### config.mk
export PLATFORM = sky130hd
export DESIGN_NAME = apb_reg_slave
export DESIGN_NICKNAME = d
export VERILOG_FILES = /design/src/rtl/apb_reg_pkg.sv /design/src/rtl/apb_reg_decode.sv /design/src/rtl/apb_reg_slave.sv
export SDC_FILE = /design/constraint.sdc
export NUM_CORES = 1
export LEC_CHECK = 0
export ABC_AREA = 1
export CORE_UTILIZATION = 45
export DETAILED_ROUTE_END_ITERATION = 12
export DONT_BUFFER_PORTS = 1
export GPL_ROUTABILITY_DRIVEN = 1
export GPL_TIMING_DRIVEN = 0
export PLACE_DENSITY = 0.73
export SLEW_MARGIN = 40
export SYNTH_ARGS = -nofsm -noshare
export SYNTH_HDL_FRONTEND = slang
export SYNTH_SLANG_ARGS = --single-unit
### constraint.sdc
create_clock -name pclock -period 2.45 [get_ports pclock]
set_clock_uncertainty 0.1 [all_clocks]
set_input_delay 0.49 -clock pclock [delete_from_list [all_inputs] [get_ports pclock]]
set_output_delay 0.49 -clock pclock [all_outputs]
set_load 0.02 [all_outputs]
### src/rtl/apb_reg_pkg.sv
// apb_reg_pkg
//   Shared types and constants for the APB register slave and its decoder.
//   - apb_slv_state_e : slave FSM states (IDLE, ACCESS)
//   - ADDR_*          : byte offsets of the register map (low 8 address bits)
//   - WAIT_CNT_W      : width of CTRL.wait_cnt and of the wait-state counter
package apb_reg_pkg;

  typedef enum logic [0:0] {
    IDLE   = 1'b0,
    ACCESS = 1'b1
  } apb_slv_state_e;

  localparam logic [7:0] ADDR_CTRL     = 8'h00;
  localparam logic [7:0] ADDR_ID       = 8'h04;
  localparam logic [7:0] ADDR_SCRATCH0 = 8'h08;

  localparam int WAIT_CNT_W = 4;

endpackage

### src/rtl/apb_reg_decode.sv
// apb_reg_decode
//   Combinational address decoder for the APB register slave.
//   Ports:
//     addr        in   latched byte address
//     write       in   latched direction (1 = write)
//     reg_idx     out  scratch register index (meaningful only with hit_scratch)
//     hit_ctrl    out  address selects CTRL
//     hit_id      out  address selects ID
//     hit_scratch out  address selects a scratch register
//     err         out  access must be answered with pslverr
//                      (no register hit, or a write to the read-only ID)
//   PADDR_WIDTH must be greater than 8: bits above [7:0] are required to be zero.
module apb_reg_decode
  import apb_reg_pkg::*;
#(
  parameter int PADDR_WIDTH = 32,
  parameter int NUM_REGS    = 4
) (
  input  logic [PADDR_WIDTH-1:0] addr,
  input  logic                   write,
  output logic [3:0]             reg_idx,
  output logic                   hit_ctrl,
  output logic                   hit_id,
  output logic                   hit_scratch,
  output logic                   err
);

  // Word index of the first scratch register (address / 4).
  localparam logic [5:0] SCRATCH0_WORD = ADDR_SCRATCH0[7:2];
  localparam logic [5:0] NUM_REGS_W    = 6'(NUM_REGS);

  logic [5:0] word_off_s;
  logic       upper_set_s;
  logic       misalign_s;

  // Classify the latched address into one register hit or an error.
  always_comb begin
    word_off_s  = addr[7:2] - SCRATCH0_WORD;
    upper_set_s = |addr[PADDR_WIDTH-1:8];
    misalign_s  = (addr[1:0] != 2'b00);
    reg_idx     = word_off_s[3:0];
    hit_ctrl    = 1'b0;
    hit_id      = 1'b0;
    hit_scratch = 1'b0;
    if (upper_set_s || misalign_s) begin
      hit_ctrl = 1'b0;
    end else if (addr[7:0] == ADDR_CTRL) begin
      hit_ctrl = 1'b1;
    end else if (addr[7:0] == ADDR_ID) begin
      hit_id = 1'b1;
    end else if ((addr[7:2] >= SCRATCH0_WORD) && (word_off_s < NUM_REGS_W)) begin
      hit_scratch = 1'b1;
    end else begin
      hit_scratch = 1'b0;
    end
    err = !(hit_ctrl || hit_id || hit_scratch) || (hit_id && write);
  end

endmodule

### src/rtl/apb_reg_slave.sv
// apb_reg_slave
//   APB3 slave register bank: CTRL (wait_cnt), read-only ID, NUM_REGS scratch
//   registers. Response latency follows CTRL.wait_cnt captured at setup.
//   Ports:
//     pclock   in   APB clock, rising edge
//     preset   in   synchronous active-high reset
//     paddr    in   byte address, latched in the setup cycle
//     prwd     in   1 = write, 0 = read, latched in the setup cycle
//     pwdata   in   write data, latched in the setup cycle
//     psel     in   slave select
//     penable  in   access phase strobe
//     prdata   out  read data while pready on a read, else 0
//     pready   out  transfer completes this cycle
//     pslverr  out  error response while pready, else 0
//     prot_err out  one-cycle pulse after a protocol violation
module apb_reg_slave
  import apb_reg_pkg::*;
#(
  parameter int                PADDR_WIDTH  = 32,
  parameter int                PWDATA_WIDTH = 32,
  parameter int                PRDATA_WIDTH = 32,
  parameter int                NUM_REGS     = 4,
  parameter logic [PRDATA_WIDTH-1:0] ID_VALUE = 32'hA5B0_0001
) (
  input  logic                    pclock,
  input  logic                    preset,
  input  logic [PADDR_WIDTH-1:0]  paddr,
  input  logic                    prwd,
  input  logic [PWDATA_WIDTH-1:0] pwdata,
  input  logic                    psel,
  input  logic                    penable,
  output logic [PRDATA_WIDTH-1:0] prdata,
  output logic                    pready,
  output logic                    pslverr,
  output logic                    prot_err
);

  apb_slv_state_e          state_q, state_d;
  logic [PADDR_WIDTH-1:0]  paddr_q, paddr_d;
  logic                    prwd_q, prwd_d;
  logic [PWDATA_WIDTH-1:0] pwdata_q, pwdata_d;
  logic [WAIT_CNT_W-1:0]   wcnt_q, wcnt_d;
  logic [WAIT_CNT_W-1:0]   ctrl_q, ctrl_d;
  logic [PRDATA_WIDTH-1:0] scratch_q [NUM_REGS];
  logic [PRDATA_WIDTH-1:0] scratch_d [NUM_REGS];
  logic                    prot_err_q, prot_err_d;

  logic [3:0]              dec_idx_s;
  logic                    dec_ctrl_s, dec_id_s, dec_scratch_s, dec_err_s;
  logic [PRDATA_WIDTH-1:0] rdata_s;

  apb_reg_decode #(
    .PADDR_WIDTH (PADDR_WIDTH),
    .NUM_REGS    (NUM_REGS)
  ) u_decode (
    .addr        (paddr_q),
    .write       (prwd_q),
    .reg_idx     (dec_idx_s),
    .hit_ctrl    (dec_ctrl_s),
    .hit_id      (dec_id_s),
    .hit_scratch (dec_scratch_s),
    .err         (dec_err_s)
  );

  // Completion is combinational so that wait_cnt=0 answers in the first access cycle.
  always_comb begin
    pready   = (state_q == ACCESS) && psel && penable && (wcnt_q == '0);
    pslverr  = pready && dec_err_s;
    prot_err = prot_err_q;
    prdata   = (pready && !prwd_q && !dec_err_s) ? rdata_s : '0;
  end

  // Read mux driven from the address latched at setup.
  always_comb begin
    rdata_s = '0;
    if (dec_ctrl_s) begin
      rdata_s = {{(PRDATA_WIDTH-WAIT_CNT_W){1'b0}}, ctrl_q};
    end else if (dec_id_s) begin
      rdata_s = ID_VALUE;
    end else if (dec_scratch_s) begin
      for (int i = 0; i < NUM_REGS; i++) begin
        if (dec_idx_s == 4'(i)) begin
          rdata_s = scratch_q[i];
        end else begin
          rdata_s = rdata_s;
        end
      end
    end else begin
      rdata_s = '0;
    end
  end

  // FSM next state, request capture, wait counter and register write commit.
  always_comb begin
    state_d    = state_q;
    paddr_d    = paddr_q;
    prwd_d     = prwd_q;
    pwdata_d   = pwdata_q;
    wcnt_d     = wcnt_q;
    ctrl_d     = ctrl_q;
    scratch_d  = scratch_q;
    prot_err_d = 1'b0;
    case (state_q)
      IDLE: begin
        if (psel && !penable) begin
          paddr_d  = paddr;
          prwd_d   = prwd;
          pwdata_d = pwdata;
          wcnt_d   = ctrl_q;
          state_d  = ACCESS;
        end else if (psel && penable) begin
          prot_err_d = 1'b1;
        end else begin
          state_d = IDLE;
        end
      end
      ACCESS: begin
        if (!psel) begin
          // Master abandoned the transfer: nothing is committed.
          prot_err_d = 1'b1;
          state_d    = IDLE;
        end else if (!penable) begin
          // A fresh setup arrived mid-transfer: flag it and restart.
          prot_err_d = 1'b1;
          paddr_d    = paddr;
          prwd_d     = prwd;
          pwdata_d   = pwdata;
          wcnt_d     = ctrl_q;
        end else if (wcnt_q != '0) begin
          wcnt_d = wcnt_q - 4'd1;
        end else begin
          state_d = IDLE;
          if (prwd_q && !dec_err_s) begin
            if (dec_ctrl_s) begin
              ctrl_d = pwdata_q[WAIT_CNT_W-1:0];
            end else begin
              for (int i = 0; i < NUM_REGS; i++) begin
                if (dec_scratch_s && (dec_idx_s == 4'(i))) begin
                  scratch_d[i] = pwdata_q;
                end else begin
                  scratch_d[i] = scratch_q[i];
                end
              end
            end
          end else begin
            ctrl_d = ctrl_q;
          end
        end
      end
      default: begin
        state_d = IDLE;
      end
    endcase
  end

  // State registers with synchronous reset.
  always_ff @(posedge pclock) begin
    if (preset) begin
      state_q    <= IDLE;
      paddr_q    <= '0;
      prwd_q     <= 1'b0;
      pwdata_q   <= '0;
      wcnt_q     <= '0;
      ctrl_q     <= '0;
      prot_err_q <= 1'b0;
      for (int i = 0; i < NUM_REGS; i++) begin
        scratch_q[i] <= '0;
      end
    end else begin
      state_q    <= state_d;
      paddr_q    <= paddr_d;
      prwd_q     <= prwd_d;
      pwdata_q   <= pwdata_d;
      wcnt_q     <= wcnt_d;
      ctrl_q     <= ctrl_d;
      prot_err_q <= prot_err_d;
      for (int i = 0; i < NUM_REGS; i++) begin
        scratch_q[i] <= scratch_d[i];
      end
    end
  end

endmodule

Word level (Yosys, flattened, before mapping)
Index checks and enable logic that the tools add are counted.
Cells by class
  multipliers: 0
  add/subtract/negate cells: 2
  mux-type cells: 44
  order comparisons: 2
  divide/modulo/power cells: 0
  shift operators: 0
  reductions and logical operators: 36
  bitwise operators: 3
  equality and inequality tests: 8
Operators with widths (count)
  $mux W32: 14
  $pmux W32 S2: 2
  $reduce_and A7 Y1: 4
  $reduce_or A24 Y1: 1
  $mux W1: 20
  $mux W4: 4
  $logic_and A1 B1 Y1: 15
  $eq A4 B2 Y1 const B: 2
  $eq A8 B3 Y1 const B: 1
  $logic_not A4 Y1: 2
  $logic_not A8 Y1: 1
  $pmux W4 S2: 1
  $ge A6 B2 Y1 const B: 1
  $lt A6 B3 Y1 const B: 1
  $ne A2 B2 Y1 const B: 3
  $pmux W1 S2: 3
  $reduce_and A3 Y1: 2
  $reduce_and A6 Y1: 1
  $sub A6 B2 Y6 const B: 1
  $eq A4 B1 Y1 const B: 1
  $logic_not A1 Y1: 4
  $logic_or A1 B1 Y1: 4
  $reduce_bool A4 Y1: 1
  $sub A4 B1 Y4 const B: 1
  3 further kinds: 5
Storage, ports and cells
  word-level logic and storage cells: 106
  bits in writable memories: 0
  memories: 0
  memory bits (read-only): 0
  bits of input ports: 69
  flip-flop bits (word level): 203
  bits in latches: 0
  output and inout bits: 35

Logic depth before layout (Yosys ltp)
Gate-level depths: netlist of run 1.
  word-level depth: 13
  gate-level depth with buffers: 16
  depth with buffers taken out: 14

Modules after synthesis
A second synthesis of run 1 with hierarchy kept.
Second synthesis, totals
  cells, all modules: 1476
  area, all modules: 9639.2 µm²
Modules (own cells, without submodules)
  apb_reg_slave: area each 9375.2 µm², seq. area each 4063.9 µm², cells an instance 1418, times used 1
  apb_reg_decode: area each 264.0 µm², seq. area each 0.0 µm², cells an instance 58, times used 1

Worst setup path after synthesis of run 1
OpenSTA, ideal clock, no wires.
  path kind: register to output
  start: reg paddr_q[3]
  end: out prdata[10]
  stages on the path, launching flop included: 11
  setup slack: -0.331 ns
  data required time: 1.860 ns
  data arrival time: 2.191 ns
  path buffers: 1
  cell sequence: dfxtp_1 -> inv_2 -> ha_1 -> nand2_1 -> nand2_1 -> nor2_2 -> inv_2 -> nor3_2 -> clkbuf_1 -> nand2_1 -> a311oi_1
Between the ends
  word-level cells in the longest chain between the ends: 13
  elaborated cells between the ends (all ways): 34
  classes of those cells: add/sub: 1; order compare: 2; eq/ne: 4; mux: 17; reduce/logical: 10
RTL lines
  start, declared: line apb_reg_slave.sv:39  | logic [PADDR_WIDTH-1:0] paddr_q, paddr_d;
  start signal, assigned: line apb_reg_slave.sv:171  | paddr_q <= paddr_d;
  $sub A6 B2 Y6: line apb_reg_decode.sv:38  | word_off_s = addr[7:2] - SCRATCH0_WORD;
  $lt A6 B3 Y1: line apb_reg_decode.sv:51  | end else if ((addr[7:2] >= SCRATCH0_WORD) && (word_off_s < NUM_REGS_W)) begin
  $logic_and A1 B1 Y1: line apb_reg_decode.sv:51
  $mux W1: line apb_reg_decode.sv:51
  $mux W1: line apb_reg_decode.sv:49  | end else if (addr[7:0] == ADDR_ID) begin
  $mux W1: line apb_reg_decode.sv:47  | end else if (addr[7:0] == ADDR_CTRL) begin
  $mux W1: line apb_reg_decode.sv:45  | if (upper_set_s || misalign_s) begin
  $logic_or A1 B1 Y1: line apb_reg_decode.sv:56  | err = !(hit_ctrl || hit_id || hit_scratch) || (hit_id && write);
  $logic_not A1 Y1: line apb_reg_decode.sv:56
  $logic_or A1 B1 Y1: line apb_reg_decode.sv:56
  $logic_not A1 Y1: line apb_reg_slave.sv:70  | prdata = (pready && !prwd_q && !dec_err_s) ? rdata_s : '0;
  $logic_and A1 B1 Y1: line apb_reg_slave.sv:70
  $mux W32 (*): line apb_reg_slave.sv:70
  end, declared: line apb_reg_slave.sv:32  | output logic [PRDATA_WIDTH-1:0] prdata,
Mark *: on every way between the ends. The rest lies on a longest branch, timed or not.

Final worst setup path of run 1
  start: reg paddr_q[3]
  end: out prdata[23]
The elaborated chain is that of the path after synthesis.

==> flow_metrics.tcl, run 1 <==
set metrics [dict create \
    ys.flop_type "dfxtp_1" \
    vias_per_cell 5.82 \
    path_class "reg2out" \
    maxCapViolations 0 \
    grt.overflow.total 0 \
    ys_warn_count 0 \
    htreeDepth 1 \
    path_clk_slew_ns 0.07 \
    clk_latency_ns 0.52 \
    placedCellCount 1585 \
    drt-met1-wl_um 12500 \
    leakagePower_nw 5.26 \
    layout_min_cycle_time_ns 3.12 \
    ff_latch_area_um2 4070 \
    cp.arrival_ns 2.53 \
    synth-async-reset-ratio_pct 0 \
    grt_pass1_vias 9183 \
    fin_crit_sh_pct 127 \
    yosysMostFrequentCell "nor2_1" \
    max_slew.worst_pin.slew_ns 0.726 \
    rows 51 \
    outcome "complete, but fails checks" \
    drc 0 \
    dr.max_layer_used "met4" \
    ys_seq_area_share_pct 44.4 \
    yosysTopAreaCellShare_pct 44.4 \
    die_area_um2 20900 \
    powerDensity_nw_per_um2 594 \
    start_util_pct 46.4 \
    synthCells 1320 \
    io-pin-count 104 \
    stdcell_count 1709 \
    die_h_um 145 \
    pre_cts_slack_ns -0.917 \
    ys_top_cells_by_area "dfxtp_1, nor2_1, nand2_1" \
    multiInputGateArea_um2 5190 \
    setup_viol 161 \
    synth_area_um2 9150 \
    routed_wl_um 33000 \
    synth_enable_flop_cells 0 \
    grt_pass1_wl_um 47900 \
    drv_slew 0 \
    die_x_um 145 \
    ant_nets 0 \
    drtPass1Iterations 11 \
    synth_cell_types 29 \
    setup_ws_ns -0.666 \
    num_antenna_cells 0 \
    max-slew-margin-rel_pct 51.6 \
    hold_path_class "in2reg" \
    synth_seq_cells 203 \
    grt_max_degree 14 \
    wl_met3_um 3300 \
    clockBufferDepth 3 \
    rsz0062_at_grt "true" \
    path_max_fanout 10 \
    min_path_cells 2 \
    worstSetupEndpointType "output port" \
    drive_gt1_share_pct 20.5 \
    antenna_found_initial 0 \
    cts_tree "yes" \
    post_drt_wl_per_cell_um 19.3 \
    reg2reg_depth 21 \
    vias 9953 \
    root_buffer "clkbuf_16" \
    place.gp.congestion 0.890 \
    coreArea_um2 19700 \
    track_usage_pct 29.6 \
    critPathRequiredTime_ns 1.86 \
    cts_buffers 22 \
    layout.nets 1499 \
    violations "setup timing" \
    ir_drop_mv 0.604 \
    hold_viol_final 0 \
    syn_avg_cell_area_um2 6.93 \
    start_kind "register" \
    drtIter0Drc 1146 \
    num-fill-cells 1518 \
    area_growth_pct 37.8 \
    max_freq_mhz 321 \
    synthesis.nets 1391 \
    ys_top_cells_by_count "nor2_1, nand2_1, dfxtp_1, nand3_1, o21ai_0" \
    hpwl_um 19000 \
    yosys.area.top_type "dfxtp_1" \
    dr_wl_met2_um 15300 \
    clock-sinks 203 \
    io_buffers 0 \
]
## where the power goes
part           internal (mW)  switching (mW)
combinational          0.193           0.402
sequential              3.38          0.0361
clock                   2.11            1.37
## cell type report
cell class                 count  share of cell area (%)
inverter                      61                    2.07
sequential                   203                    32.2
timing repair buffer          84                    9.24
tap                          265                    2.63
buffer                        91                    6.72
clock buffer                  35                    5.40
multi-input combinational    965                    41.1
clock inverter                 5                   0.595
## worst paths after layout
check / start / to / slack, ns
min: paddr[10] / paddr_q[10] / 0.007
max: paddr_q[3] / prdata[23] / -0.67
min reg2reg: paddr_q[8] / paddr_q[8] / 0.35
max reg2reg: paddr_q[3] / scratch_q[2] / -0.64
## cells by family after synthesis
kind of cell,synth area share (%)
adders and majority gates,0.273
AOI/OAI and AO/OA,13.5
and+or+nand+nor,33.3
DFF,44.4
buffers and inverters,8.37
xor gates and xnor gates,0.191
## flip-flops by register name, indices dropped and copies added, names as in the netlist
register and count:
pwdata_q 32, prwd_q 1, scratch_q 128, ctrl_q 4
prot_err 1, wcnt_q 4, state_q 1, paddr_q 32
## placed cells by master, fill, tap and decap left out, types with 18 or more instances in the layout
master / n
clkbuf_1: 28
clkbuf_16: 39
nand2_2: 18
nor2_1: 328
a21oi_1: 77
o21ai_0: 82
buf_6: 35
inv_1: 50
nand2_4: 18
a311oi_4: 21
nand2_1: 197
buf_4: 31
dfxtp_1: 201
nand3_1: 136
## stage by stage
step	utilization, %	power (mW)	setup TNS [ns]	instance area (µm²)	hold WS [ns]
2_1_floorplan	-	3.81	0	9660	0.329
3_3_place_gp	50.7	3.93	-41.17	9990	0.340
3_5_place_dp	50.7	3.94	-43.94	9990	0.345
4_1_cts	60.3	7.44	-66.72	11900	0.00915
5_1_grt	64.0	7.70	-96.21	12600	0.00750
6_report	64.0	7.49	-83.39	12600	0.00722
## routing by layer
metal  vias up  GRT usage (%)
met1      4608           36.4
met2       622           49.2
met4         0           14.3
met5         -              0
li1       4535              -
met3       188           5.99
## critical path: stages, from the launching register on
cell,delay (ns)
dfxtp_2,0.36
inv_4,0.05
ha_4,0.26
nand2_4,0.05
nor2_4,0.14
nand3_1,0.16
clkinv_4,0.15
clkbuf_8,0.20
nand2_1,0.12
nand3_1,0.12
o211ai_1,0.13
a21oi_4,0.26
## repair_timing
item | in CTS | in global routing
endpoints found under the setup margin | 162 | 165
cloned | 14 | 14
hold endpoints to repair | 5 | 0
setup buffers | 44 | 11
pin swaps | 39 | 31
hold buffers | 1 | 0
resized for setup | 171 | 74
Power figures use the tool's default switching activity.
==> run 2: changes to the inputs <==
ABC_AREA = unset   (was 1)
SLEW_MARGIN = 20   (was 40)
==> flow_metrics.tcl, run 2 <==
set metrics [dict create \
    outcome "complete, but fails checks" \
    violations "setup timing" \
    stdcell_count 1317 \
    die_area_um2 20500 \
    synth_seq_cells 203 \
    place.gp.congestion 0.831 \
    synth_compound_area_share_pct 8.37 \
    start_kind "register" \
    cts_tree "yes" \
    num-fill-cells 1683 \
    synth_top_family_by_area "simple AND/OR/NAND/NOR gates" \
    layout_commonest_cell "dfxtp_1" \
    path_class "reg2out" \
    cp.arrival_ns 2.51 \
    wl_met3_um 1270 \
    largest_reg_flops 128 \
    ant_nets 0 \
    layout_min_cycle_time_ns 3.10 \
    antenna_found_initial 0 \
    ys_top_cells_by_count "dfxtp_1, nand2b_1, nand2_1, mux2i_1, a21oi_1" \
    grt_pass1_vias 7217 \
    ir_drop_mv 0.486 \
    hold_viol_final 0 \
    fin_crit_sh_pct 126 \
    ys_seq_area_share_pct 45.3 \
    synth_enable_flop_cells 0 \
    track_usage_pct 24.5 \
    drtPass1Iterations 6 \
    path_clk_slew_ns 0.06 \
    max-slew-margin-rel_pct 52.9 \
    rsz0062_at_grt "true" \
    synth_cell_types 39 \
    powerDensity_nw_per_um2 681 \
    placedCellCount 1249 \
    synth_area_um2 8970 \
    leakagePower_nw 4.52 \
    maxCapViolations 0 \
    drtIter0Drc 459 \
    synth-simple-area-share_pct 23.0 \
    hpwl_um 16400 \
    clockBufferDepth 3 \
    rows 51 \
    layout_common_cells "dfxtp_1, nand2b_1, mux2i_1, nand2_1, a21oi_1" \
    synthCells 984 \
    vias 7148 \
    layout.nets 1107 \
    pre_cts_slack_ns -0.689 \
    drv_slew 0 \
    die_x_um 143 \
    muxShareOfSynthArea_pct 19.4 \
    synth_fa_ha_area_share_pct 0.279 \
    synthesis.nets 1055 \
    synth_xor_area_share_pct 0.0976 \
    io_buffers 0 \
    path_max_fanout 5 \
    ys_warn_count 0 \
    setup_ws_ns -0.648 \
    num_antenna_cells 0 \
    critPathRequiredTime_ns 1.86 \
    clk_latency_ns 0.51 \
    dr.max_layer_used "met4" \
    yosysTopAreaCellShare_pct 45.3 \
    grt_pass1_wl_um 38800 \
    routed_wl_um 25000 \
    dr_wl_met2_um 12000 \
    coreArea_um2 19500 \
    worstSetupEndpointType "output port" \
    drt-met1-wl_um 11100 \
    hold_path_class "in2reg" \
    start_util_pct 46.0 \
    synth-async-reset-ratio_pct 0 \
    area_growth_pct 24.8 \
    grt_max_degree 13 \
    htreeDepth 1 \
    drive_gt1_share_pct 18.3 \
    grt.overflow.total 0 \
    max_freq_mhz 323 \
    regMostFlops "scratch_q" \
    max_slew.worst_pin.slew_ns 0.707 \
    post_drt_wl_per_cell_um 19.0 \
    clock-sinks 203 \
    cts_buffers 24 \
    io-pin-count 104 \
    top_regs "scratch_q: 128 flops, paddr_q: 32 flops, pwdata_q: 32 flops" \
    yosys.area.top_type "dfxtp_1" \
    ys.flop_type "dfxtp_1" \
    ys_top_cells_by_area "dfxtp_1, mux2i_1, nand2b_1" \
    vias_per_cell 5.43 \
    utilization_pct 57.3 \
    die_h_um 143 \
    root_buffer "clkbuf_16" \
    syn_avg_cell_area_um2 9.12 \
    drc 0 \
    tns_ns -18.19 \
    setup_viol 33 \
    yosysMostFrequentCell "dfxtp_1" \
]
run 2: final cells by class:
cell class | instances | area, µm² | share of cell area [%]
well taps | 265 | 332 | 2.96
multi-input cells | 702 | 5220 | 46.6
inverters | 8 | 30.0 | 0.268
clock buffers | 37 | 741 | 6.62
clock inverters | 5 | 103 | 0.916
plain buffers | 70 | 418 | 3.73
flip-flops and latches | 203 | 4070 | 36.4
repair buffers | 27 | 282 | 2.51
run 2: final timing paths:
check / cells after the start / start / slack [ns] / end
min: 2 / pwdata[15] / 0.008 / pwdata_q[15]
max: 7 / paddr_q[22] / -0.65 / prdata[30]
max reg2reg: 8 / paddr_q[3] / 0.06 / scratch_q[13]
min reg2reg: 2 / pwdata_q[9] / 0.35 / pwdata_q[9]
run 2: kinds of logic (layout without fill, tap and decap cells):
group                      after synthesis  in the layout
muxes                                  166            166
xor gates and xnor gates                 1              1
DFF                                    203            203
and+or+nand+nor                        406            406
adders and majority gates                2              2
AOI/OAI and AO/OA                      127            127
buffers and inverters                   79            147
run 2: per-stage QoR:
step | total power [mW] | hold slack [ns] | area (µm²)
CTS | 7.62 | 0.0000694 | 11000
detailed placement | 3.85 | 0.347 | 9600
global route | 7.83 | 0.00169 | 11200
finish | 7.62 | 0.00839 | 11200
floorplan | 3.73 | 0.336 | 9270
global placement | 3.84 | 0.343 | 9600
run 2: metal layers:
| layer | up-vias | global-route usage [%] |
|---|---|---|
| met4 | 0 | 8.26 |
| li1 | 3459 | - |
| met5 | - | 0 |
| met2 | 196 | 41.4 |
| met1 | 3448 | 31.6 |
| met3 | 45 | 4.16 |
run 2: report_power, final:
group	internal (mW)	switching, mW	leakage, nW
clock	2.38	1.38	0.411
sequential	3.35	0.0405	1.65
combinational	0.177	0.289	2.46
run 2: what timing repair did:
action	4_1_cts	5_1_grt
hold buffers	7	0
setup buffers	16	2
cloned	2	1
pin swaps	27	18
setup endpoints to repair	141	157
hold endpoints to repair	7	0
resized for setup	82	40
run 2: critical path: stages (launching register included):
cell	delay, ns
dfxtp_2	0.33
nor4_4	0.27
nand4_1	0.23
nor4_4	0.27
buf_4	0.19
nand3_4	0.18
clkbuf_16	0.24
nor3_4	0.28
